$ cat config.mk
export PLATFORM = sky130hd
export DESIGN_NAME = multicycle_ctrl
export DESIGN_NICKNAME = d
export VERILOG_FILES = /design/src/rtl/multicycle_ctrl.sv
export SDC_FILE = /design/constraint.sdc
export NUM_CORES = 1
export LEC_CHECK = 0
export BUFFER_PORTS_ARGS = -buffer_cell sky130_fd_sc_hd__buf_4
export CAP_MARGIN = 20
export CORE_UTILIZATION = 44
export CTS_CLUSTER_DIAMETER = 80
export DETAILED_ROUTE_END_ITERATION = 10
export GPL_TIMING_DRIVEN = 0
export PLACE_DENSITY = 0.84
export SKIP_LAST_GASP = 1
export SLEW_MARGIN = 10
export SYNTH_ARGS = -nofsm -noshare
export SYNTH_HDL_FRONTEND = slang
export SYNTH_SLANG_ARGS = --single-unit
$ cat constraint.sdc
create_clock -name CLK -period 4.7 [get_ports CLK]
set_input_delay 0.47 -clock CLK [delete_from_list [all_inputs] [get_ports CLK]]
set_output_delay 0.47 -clock CLK [all_outputs]
set_load 0.02 [all_outputs]
$ cat src/rtl/multicycle_ctrl.sv
// Multicycle ARM control FSM: fetch/decode/execute sequencing, NZCV flag register, condition check.
// Latency 3-5 cycles per instruction (2 when the condition fails); no backpressure, steps every cycle.
module multicycle_ctrl #(
  parameter bit         ENABLE_CMP = 1'b1,
  parameter logic [3:0] FLAG_RESET = 4'b0000
) (
  input  logic        CLK,
  input  logic        Reset,
  input  logic [31:0] Instr,
  input  logic [3:0]  ALUFlags,
  output logic        PCWrite,
  output logic        AdrSrc,
  output logic        MemW,
  output logic        IRWrite,
  output logic        RegW,
  output logic [1:0]  ResultSrc,
  output logic        ALUSrcA,
  output logic [1:0]  ALUSrcB,
  output logic [1:0]  ImmSrc,
  output logic [1:0]  RegSrc,
  output logic [1:0]  ALUControl,
  output logic [3:0]  Flags,
  output logic [3:0]  State
);

  typedef enum logic [3:0] {
    FETCH    = 4'd0,
    DECODE   = 4'd1,
    MEMADR   = 4'd2,
    MEMREAD  = 4'd3,
    MEMWB    = 4'd4,
    MEMWRITE = 4'd5,
    EXECUTER = 4'd6,
    EXECUTEI = 4'd7,
    ALUWB    = 4'd8,
    BRANCH   = 4'd9
  } state_t;

  state_t      state_q, state_d;
  logic [3:0]  flags_q;
  logic [1:0]  op;
  logic [3:0]  cmd;
  logic        sbit;
  logic        alu_ok;
  logic        is_cmp;
  logic [1:0]  alu_ctl;
  logic [1:0]  flagw;
  logic        cond_ex;
  logic        pcwrite_i, irwrite_i, regw_i, memw_i;
  logic        unused_instr;

  assign op   = Instr[27:26];
  assign cmd  = Instr[24:21];
  assign sbit = Instr[20];
  assign unused_instr = &{1'b0, Instr[19:0]};

  assign ImmSrc = op;
  assign RegSrc = {(op == 2'b01) & ~sbit, op == 2'b10};
  assign Flags  = flags_q;
  assign State  = state_q;

  // ALU decode; flagw[1] covers N,Z and flagw[0] covers C,V
  always_comb begin
    alu_ok  = 1'b1;
    is_cmp  = 1'b0;
    alu_ctl = 2'b00;
    flagw   = 2'b00;
    case (cmd)
      4'b0100: begin alu_ctl = 2'b00; flagw = {sbit, sbit}; end
      4'b0010: begin alu_ctl = 2'b01; flagw = {sbit, sbit}; end
      4'b0000: begin alu_ctl = 2'b10; flagw = {sbit, 1'b0}; end
      4'b1100: begin alu_ctl = 2'b11; flagw = {sbit, 1'b0}; end
      4'b1010: begin
        if (sbit && ENABLE_CMP) begin
          alu_ctl = 2'b01;
          is_cmp  = 1'b1;
          flagw   = 2'b11;
        end else begin
          alu_ok = 1'b0;
        end
      end
      default: alu_ok = 1'b0;
    endcase
  end

  // Condition check against registered flags: {N,Z,C,V} = flags_q[3:0]
  always_comb begin
    cond_ex = 1'b0;
    case (Instr[31:28])
      4'b0000: cond_ex = flags_q[2];
      4'b0001: cond_ex = ~flags_q[2];
      4'b0010: cond_ex = flags_q[1];
      4'b0011: cond_ex = ~flags_q[1];
      4'b0100: cond_ex = flags_q[3];
      4'b0101: cond_ex = ~flags_q[3];
      4'b0110: cond_ex = flags_q[0];
      4'b0111: cond_ex = ~flags_q[0];
      4'b1000: cond_ex = flags_q[1] & ~flags_q[2];
      4'b1001: cond_ex = ~flags_q[1] | flags_q[2];
      4'b1010: cond_ex = flags_q[3] == flags_q[0];
      4'b1011: cond_ex = flags_q[3] != flags_q[0];
      4'b1100: cond_ex = ~flags_q[2] & (flags_q[3] == flags_q[0]);
      4'b1101: cond_ex = flags_q[2] | (flags_q[3] != flags_q[0]);
      4'b1110: cond_ex = 1'b1;
      default: cond_ex = 1'b0;
    endcase
  end

  always_ff @(posedge CLK or posedge Reset) begin
    if (Reset) begin
      state_q <= FETCH;
      flags_q <= FLAG_RESET;
    end else begin
      state_q <= state_d;
      if (state_q == EXECUTER || state_q == EXECUTEI) begin
        if (flagw[1]) flags_q[3:2] <= ALUFlags[3:2];
        if (flagw[0]) flags_q[1:0] <= ALUFlags[1:0];
      end
    end
  end

  always_comb begin
    state_d    = FETCH;
    pcwrite_i  = 1'b0;
    irwrite_i  = 1'b0;
    regw_i     = 1'b0;
    memw_i     = 1'b0;
    AdrSrc     = 1'b0;
    ResultSrc  = 2'b00;
    ALUSrcA    = 1'b0;
    ALUSrcB    = 2'b00;
    ALUControl = 2'b00;
    case (state_q)
      FETCH: begin
        irwrite_i = 1'b1;
        pcwrite_i = 1'b1;
        ALUSrcA   = 1'b1;
        ALUSrcB   = 2'b10;
        ResultSrc = 2'b10;
        state_d   = DECODE;
      end
      DECODE: begin
        ALUSrcA   = 1'b1;
        ALUSrcB   = 2'b10;
        ResultSrc = 2'b10;
        if (cond_ex) begin
          case (op)
            2'b00:   state_d = Instr[25] ? EXECUTEI : EXECUTER;
            2'b01:   state_d = MEMADR;
            2'b10:   state_d = BRANCH;
            default: state_d = FETCH;
          endcase
        end
      end
      MEMADR: begin
        ALUSrcB = 2'b01;
        state_d = sbit ? MEMREAD : MEMWRITE;
      end
      MEMREAD: begin
        AdrSrc  = 1'b1;
        state_d = MEMWB;
      end
      MEMWB: begin
        ResultSrc = 2'b01;
        regw_i    = 1'b1;
      end
      MEMWRITE: begin
        AdrSrc = 1'b1;
        memw_i = 1'b1;
      end
      EXECUTER, EXECUTEI: begin
        ALUSrcB    = (state_q == EXECUTEI) ? 2'b01 : 2'b00;
        ALUControl = alu_ctl;
        state_d    = is_cmp ? FETCH : ALUWB;
      end
      ALUWB: begin
        // Unsupported commands still pass through ALUWB but never write back
        regw_i = alu_ok;
      end
      BRANCH: begin
        ALUSrcB   = 2'b01;
        ResultSrc = 2'b10;
        pcwrite_i = 1'b1;
      end
      default: state_d = FETCH;
    endcase
  end

  assign PCWrite = pcwrite_i & ~Reset;
  assign IRWrite = irwrite_i & ~Reset;
  assign RegW    = regw_i & ~Reset;
  assign MemW    = memw_i & ~Reset;

endmodule
== Word level (Yosys, flattened, before mapping) ==
Index checks and enable logic that the tools add are counted.

* Reductions and logical operators: 16
* Bitwise gates (word level): 15
* Equal/unequal tests: 31
* Muxes and demuxes: 24

{| class="wikitable"
|+ Operators by type and width
! operator !! number
|-
| equality test 4 bit, second input constant || 11
|-
| equality test 4 x 3 -> 1 bit, second input constant || 9
|-
| equality test 4 x 2 -> 1 bit, second input constant || 5
|-
| one-hot mux 4 bit (5 select lines) || 1
|-
| one-hot mux 1 bit (15 select lines) || 1
|-
| OR reduction 2 bit || 7
|-
| zero test 4 bit || 3
|-
| one-hot mux 2 bit (3 select lines) || 2
|-
| one-hot mux 4 bit (3 select lines) || 1
|-
| two-way mux 1 bit || 10
|-
| equality test 4 x 1 -> 1 bit, second input constant || 2
|-
| two-way mux 4 bit || 2
|-
| one-hot mux 2 bit (4 select lines) || 1
|-
| AND 1 bit || 7
|-
| inverter 1 bit || 6
|-
| two-way mux 2 bit || 2
|-
| one-hot mux 1 bit (2 select lines) || 2
|-
| one-hot mux 2 bit (2 select lines) || 1
|-
| AND reduction 2 bit || 2
|-
| OR reduction 4 bit || 1
|-
| two-way mux 3 bit || 1
|-
| OR reduction 3 bit || 1
|-
| equality test 2 x 1 -> 1 bit, second input constant || 1
|-
| equality test 2 bit, second input constant || 1
|-
| 5 further kinds || 6
|}

* Input port bits: 38
* Output and inout port bits: 24
* Word-level logic and storage cells: 89
* Flip-flop bits (word level): 8

== Depth between registers and ports, before layout ==
Gate-level depths: netlist of run 1.

* Depth in word-level cells: 5
* Depth in mapped cells: 6

== Worst setup path before layout of run 1 ==
Ideal clock, no wire load.

* Path type: flip-flop to output port
* From: reg state_q[2] (netlist: State[2])
* To: out RegW
* Setup slack: 2.151 ns
* Cell stages (with the launch flop): 5
* Data arrival time: 2.079 ns
* Cells stage by stage: dfrtp_1 clkbuf_1 nor2_1 o211ai_1 a2111oi_0

* Cells in the longest elaborated chain, start to end: 3
* Elaborated cells between the ends (all ways): 4

{| class="wikitable"
|+ Ends and longest elaborated chain
! item !! line !! RTL
|-
| start: declaration || 39 || <nowiki>state_t state_q, state_d;</nowiki>
|-
| start signal: assignment || 114 || <nowiki>state_q <= state_d;</nowiki>
|-
| equality test 4 bit or equality test 4 x 3 -> 1 bit (tied branches) || 133 || <nowiki>case (state_q)</nowiki>
|-
| one-hot mux 1 bit (2 select lines) (*) || 133 ||
|-
| AND 1 bit (*) || 191 || <nowiki>assign RegW = regw_i & ~Reset;</nowiki>
|-
| end: declaration || 15 || <nowiki>output logic RegW,</nowiki>
|}

Every way passes the cells marked *; elsewhere a longest branch is shown, timed or not.

== Worst setup path after layout of run 1 ==
Same ends and word-level chain as after synthesis.

==> reports/results.tsv, run 1 <==
stage	metric	value	unit
worst_setup_path	flop2flop setup slack	2.94	ns
route	TritonRoute pass-1 iters	4	
route	Routed Wire Length	2.43	mm
sta	final setup margin	2.37	ns
grt	vias in the first global route	876	
yosys	largest family of logic cells by synthesized area	simple AND/OR/NAND/NOR gates	
sta	Peak Freq	0.429	GHz
yosys	Post-Synth Adder-Cell Area	0	
yosys	commonest cells in the netlist	14 x nor2_1, 8 x dfrtp_1, 6 x a21oi_1, 6 x nand2b_1, 6 x nor3_1	
clocking	Num CTS Buffers	3	
grt	GRT Util Overall	0.224	
grt	initial antenna violation count	0	
cells_and_area	ratio of cells with drive above 1 in the final layout	0.372	
yosys	Yosys Warn Count	0	
route	WL per Instance	13.3	um
floorplanning	Initial Utilization	0.465	
worst_setup_path	Req. time, crit path	4.23	ns
yosys	most frequent cell after synthesis	nor2_1	
clocking	CTS Root Cell	clkbuf_4	
sta	Tcrit/Tclk final	0.496	
placed_design	Placement Setup Slack	2.49	ns
power_and_ir_drop	leakage	0.594	nW
worst_setup_path	Worst R2R End	Flags[0]	
worst_setup_path	Worst Setup End Kind	primary output	
yosys	Synth Instances	115	
sta	Layout Skew	0.00406	ns
power_and_ir_drop	Pwr per Cell Area	341	nW/um2
outcome	status	finished clean	
route	Routed Antenna Nets	0	
grt	grt ovf	0	
placed_design	Cell Area, Placed	1230	um2
sta	Final Hold Viols	0	
clocking	worst-skew pair later-pin latency	0.24	ns
yosys	post-synthesis simple-gate area fraction	0.336	
worst_hold_path	min-delay worst type	input pin to asynchronous set/reset pin	
yosys	sequential area share after synthesis	0.219	
grt	first-pass GRT wire length	3.66	mm
placed_design	DPL Wire Length	1.93	mm
yosys	Yosys top cell area share	0.219	
worst_setup_path	WP data arrival	1.86	ns
clocking	post-cts repair resize count	0	
run	total of max-cap violations	0	
floorplanning	die area	2260	um2
route	vias	1054	
worst_setup_path	crit path max fanout	10	
cells_and_area	area grow syn2layout	37.4	%
floorplanning	FP Rows	16	
sta	Sum Neg Setup Slack	0	ns
yosys	post-synthesis mux area share	0.0453	
sta	Slew @ Worst Pin	0.417	ns
yosys	Post-synth EDFFs	0	
floorplanning	Core ar.	1960	um2
floorplanning	Die W	47.5	um
sta	setup violators final	0	
placed_design	dpl cells	180	
cells_and_area	Finished Layout Cells	183	
power_and_ir_drop	Peak supply drop	0.303	mV
worst_setup_path	Crit Path Category	register to primary output	
yosys	XOR/XNOR Fraction of Synth Area	0.0384	
yosys	dominant synthesized flop cell	dfrtp_1	
sta	max-slew violations	0	
yosys	Post-Syn Area	912	um2
placed_design	GPL Wtd Cong	0.862	
cells_and_area	Antenna Diode Count	0	
clocking	deepest clock path buffer count	2	
worst_setup_path	critical path launch point type	register	
worst_setup_path	Reg2Reg Depth	5	
floorplanning	I/O pin total	62	
yosys	syn_area_per_cell	7.93	um2
yosys	cell type with the largest total area after synthesis	dfrtp_1	
yosys	Synth Area in Compound Gates	0.259	
sta	RSZ-0062 raised after global routing	false	
route	Residual DRC	0	
cells_and_area	Final nets	196	
clocking	Post-CTS Setup Repair Bufs	0	
sta	WHS	0.188	ns
clocking	Clock Pin Slew Worst Setup and Hold Paths	0.05	ns
sta	Tmin final	2.33	ns
route	vias per cell	5.76	
power_and_ir_drop	overall power after layout	0.428	mW
clocking	H-tree depth reported by CTS	1	
clocking	TritonCTS clock tree	yes	
floorplanning	DIE HEIGHT	47.5	um
cells_and_area	final core utilization	0.639	
yosys	Synth area leaders	dfrtp_1 22%, nor2_1 5.8%, nand2b_1 4.1%, a21oi_1 3.3%, mux2i_1 3.3%	
clocking	Post-CTS Hold Fix Bufs	0	
yosys	ys async rst share	1.00	
sta	relative slew slack	0.722	
route	Initial DRC Count	19	
worst_setup_path	Critical R2R Launch	State[3]	
placed_design	IO buf count	38	
yosys	Synthesized Nets	153	
clocking	Clock Sinks	8	
yosys	Seq cells post-synth	8	
grt	largest net degree at the start of global routing	11	
yosys	Distinct cells, synth	46	
cells_and_area	post-layout instance area	1250	um2
-- cell type report --
type	instances	area, um2
clock buffer	3	22.5
sequential	8	200
timing repair buffer	38	285
fill	187	708
inverter	5	18.8
multi-input combinational	90	619
tap	27	33.8
buffer	12	73.8
-- flip-flops by register name (all words and copies together) (netlist names) --
| signal | cells |
|---|---|
| Flags | 4 |
| State | 4 |
-- cell families (layout without fill, tap and decap cells) --
kind of cell,after synthesis,after routing
buffers and inverters,17,58
DFF,8,8
and+or+nand+nor,51,51
AOI/OAI and AO/OA,31,31
xor gates and xnor gates,4,4
muxes,4,4
-- routing by layer --
metal	up-vias	global-route usage	part of all wire
met5	-	0	0
met4	0	0.0833	0.0041
met3	2	0.0151	0.060
met2	45	0.386	0.52
met1	496	0.294	0.42
li1	511	-	-
-- worst max-delay path by stage --
stage / end / cells past startpoint / slack, ns / from
floorplan: RegW / 4 / 2.15 / State[2]
global placement: RegW / 6 / 2.54 / Instr[23]
detailed placement: RegW / 6 / 2.49 / Instr[23]
CTS: RegW / 5 / 2.37 / State[2]
global route: RegW / 5 / 2.26 / State[2]
finish: RegW / 5 / 2.37 / State[2]
-- critical path: stages (launching register included) --
cell       delay (ns)
dfrtp_1          0.46
clkbuf_1         0.26
nor2_1           0.15
o211ai_1         0.12
a2111oi_0        0.42
buf_4            0.21
-- where the power goes --
group	internal [mW]	switching, mW
Sequential	0.0810	0.0198
Combinational	0.122	0.156
Clock	0.0290	0.0208
-- placed cells by master, fill, tap and decap left out, drive strengths merged --
cell type	synthesis	layout
a2111oi	1	1
a211oi	2	2
a21boi	1	1
a21oi	6	6
a22oi	1	1
a31o	1	1
a32o	2	2
a32oi	1	1
and3	2	2
and3b	1	1
buf	10	48
clkbuf	2	5
dfrtp	8	8
inv	5	5
mux2	1	1
mux2i	3	3
nand2	4	4
nand2b	6	6
nand3	5	5
nand3b	2	2
nand4b	1	1
nand4bb	1	1
nor2	14	14
nor2b	3	3
nor3	6	6
nor3b	1	1
nor4b	1	1
nor4bb	1	1
o2111a	1	1
o211ai	1	1
o21ai	4	4
o21bai	1	1
o311ai	1	1
o31ai	3	3
o32ai	3	3
o41ai	2	2
or3	2	2
or4b	1	1
xnor2	3	3
xor2	1	1
Note: power is estimated with default switching activity, not from simulation.
==> inputs of run 2 (changes only) <==
CORE_UTILIZATION = 41   (was 44)
PLACE_DENSITY = 0.79   (was 0.84)
clock period = 2.34 ns   (was 4.7 ns; I/O delays follow)
==> reports/results.tsv, run 2 (synthesis results as in run 1) <==
stage	metric	value	unit	change
grt	initial antenna violation count	0		unchanged
route	Initial DRC Count	36		was 19
run	total of max-cap violations	0		unchanged
grt	GRT Util Overall	0.225		was 0.224
route	WL per Instance	14.3	um	was 13.3 um
worst_setup_path	highest-delay cell along the critical path	dfrtp_1		unchanged
placed_design	GPL Wtd Cong	0.767		was 0.862
sta	Slew @ Worst Pin	0.385	ns	was 0.417 ns
sta	Tcrit/Tclk final	0.903		
worst_setup_path	Crit path max-delay family	compound AO/OA/AOI/OAI gates		unchanged
clocking	Clock Pin Slew Worst Setup and Hold Paths	0.05	ns	about the same
floorplanning	FP Rows	16		unchanged
placed_design	IO buf count	38		unchanged
cells_and_area	Filler cells	196		was 187
route	Routed Wire Length	2.63	mm	was 2.43 mm
clocking	Num CTS Buffers	3		unchanged
sta	RSZ-0062 raised after global routing	false		unchanged
power_and_ir_drop	leakage	0.598	nW	was 0.594 nW
cells_and_area	commonest non-fill, non-tap cell in the layout	buf_4		unchanged
clocking	post-cts repair resize count	0		unchanged
cells_and_area	area grow syn2layout	38.5	%	was 37.4%
worst_setup_path	CP Cell Sequence	clkbuf_1, nor2_1, o211ai_1, a2111oi_0, buf_4		unchanged
route	Routed Antenna Nets	0		unchanged
floorplanning	DIE HEIGHT	49.2	um	was 47.5 um
sta	Sum Neg Setup Slack	0	ns	unchanged
clocking	worst-skew pair later-pin latency	0.25	ns	was 0.24 ns
grt	grt ovf	0		unchanged
grt	vias in the first global route	1050		was 876
power_and_ir_drop	overall power after layout	0.869	mW	was 0.428 mW
clocking	Clock Sinks	8		unchanged
clocking	H-tree depth reported by CTS	1		unchanged
power_and_ir_drop	Psw	0.403	mW	was 0.196 mW
worst_setup_path	Worst Setup End Kind	primary output		unchanged
power_and_ir_drop	clock share of power	0.119		was 0.117
floorplanning	Die W	49.2	um	was 47.5 um
outcome	status	finished clean		unchanged
worst_setup_path	WP data arrival	1.88	ns	was 1.86 ns
cells_and_area	Antenna Diode Count	0		unchanged
floorplanning	die area	2420	um2	was 2260 um2
power_and_ir_drop	Pwr per Cell Area	688	nW/um2	was 341 nW/um2
route	TritonRoute pass-1 iters	4		unchanged
clocking	CTS Root Cell	clkbuf_4		unchanged
sta	Peak Freq	0.473	GHz	
clocking	TritonCTS clock tree	yes		unchanged
clocking	Post-CTS Setup Repair Bufs	0		unchanged
grt	first-pass GRT wire length	4.33	mm	was 3.66 mm
grt	largest net degree at the start of global routing	11		unchanged
worst_setup_path	Req. time, crit path	2.11	ns	was 4.23 ns
power_and_ir_drop	sequential group share of total power	0.236		about the same
sta	setup violators final	0		unchanged
route	vias per cell	5.85		was 5.76
floorplanning	Core ar.	2020	um2	was 1960 um2
worst_setup_path	Crit Path Category	register to primary output		unchanged
route	vias	1076		was 1054
floorplanning	I/O pin total	62		unchanged
route	Residual DRC	0		unchanged
power_and_ir_drop	Int Pwr	0.466	mW	was 0.232 mW
cells_and_area	ratio of cells with drive above 1 in the final layout	0.369		was 0.372
sta	max-slew violations	0		unchanged
sta	Layout Skew	0.000315	ns	was 0.00406 ns
cells_and_area	commonest non-fill, non-tap cells in the layout	42 x buf_4, 14 x nor2_1, 8 x dfrtp_1		unchanged
placed_design	DPL Wire Length	2.06	mm	was 1.93 mm
sta	Final Hold Viols	0		unchanged
worst_setup_path	crit path max fanout	10		unchanged
power_and_ir_drop	Peak supply drop	0.665	mV	was 0.303 mV
power_and_ir_drop	switching share of power	0.463		was 0.459
clocking	deepest clock path buffer count	2		unchanged
cells_and_area	Final nets	197		was 196
sta	relative slew slack	0.737		was 0.722
worst_setup_path	crit path buf inv count	2		unchanged
power_and_ir_drop	Logic pwr share	0.645		was 0.648
worst_hold_path	min-delay worst type	input pin to register		was input pin to asynchronous set/reset pin
floorplanning	Initial Utilization	0.451		was 0.465
worst_setup_path	slowest stage delay, CP	0.46	ns	about the same
worst_setup_path	critical path launch point type	register		unchanged
sta	Tmin final	2.11	ns	
## run 2: cell count changes in the layout (fill, tap and decap cells not counted), sizes merged
cell	before	now
dlygate4sd3	0	1
## run 2: area by class of cell
type | instances | area [um2] | share of cell area
Inverter | 5 | 18.8 | 0.0149
Sequential cell | 8 | 200 | 0.158
Timing Repair Buffer | 39 | 295 | 0.234
Buffer | 12 | 73.8 | 0.0584
Multi-Input combinational cell | 90 | 619 | 0.490
Clock buffer | 3 | 22.5 | 0.0178
Tap cell | 27 | 33.8 | 0.0267
## run 2: path summary, 6_finish.rpt
path                           start       end  slack [ns]  cells past startpoint
max in group asynchronous      Reset  Flags[1]        1.59                      3
setup reg to reg            State[3]  Flags[0]        0.63                      5
min in group asynchronous      Reset  State[2]        0.52                      3
hold / removal             Instr[26]  State[0]        0.21                      2
hold reg to reg             Flags[0]  Flags[0]        0.68                      1
setup / recovery            State[2]      RegW        0.23                      5
## run 2: what timing repair did
action	CTS	global route
hold buffers	1	0
hold endpoints to repair	8	0
setup endpoints to repair	0	0
## run 2: power groups by stage
stage	logic [mW]	registers, mW	clock network (mW)
2_1_floorplan	0.328	0.226	0
3_3_place_gp	0.542	0.204	0
3_5_place_dp	0.557	0.205	0
4_1_cts	0.562	0.203	0.105
5_1_grt	0.602	0.208	0.117
6_report	0.561	0.205	0.104
## run 2: layer usage
metal	GRT usage	share of wire	vias up
met2	0.413	0.54	44
met1	0.258	0.40	511
met3	0.00312	0.047	4
li1	-	-	517
met4	0.132	0.016	0
met5	0	0	-
## run 2: metrics by stage
step,util,hold WS (ns),cell area [um2],setup slack (ns),std cells
after global routing,0.625,0.196,1260,0.0752,184
after detailed placement,0.609,0.234,1230,0.469,180
after floorplan,-,0.0497,912,0.0267,115
after global placement,0.609,0.224,1230,0.554,180
final,0.625,0.211,1260,0.227,184
after CTS,0.625,0.207,1260,0.175,184
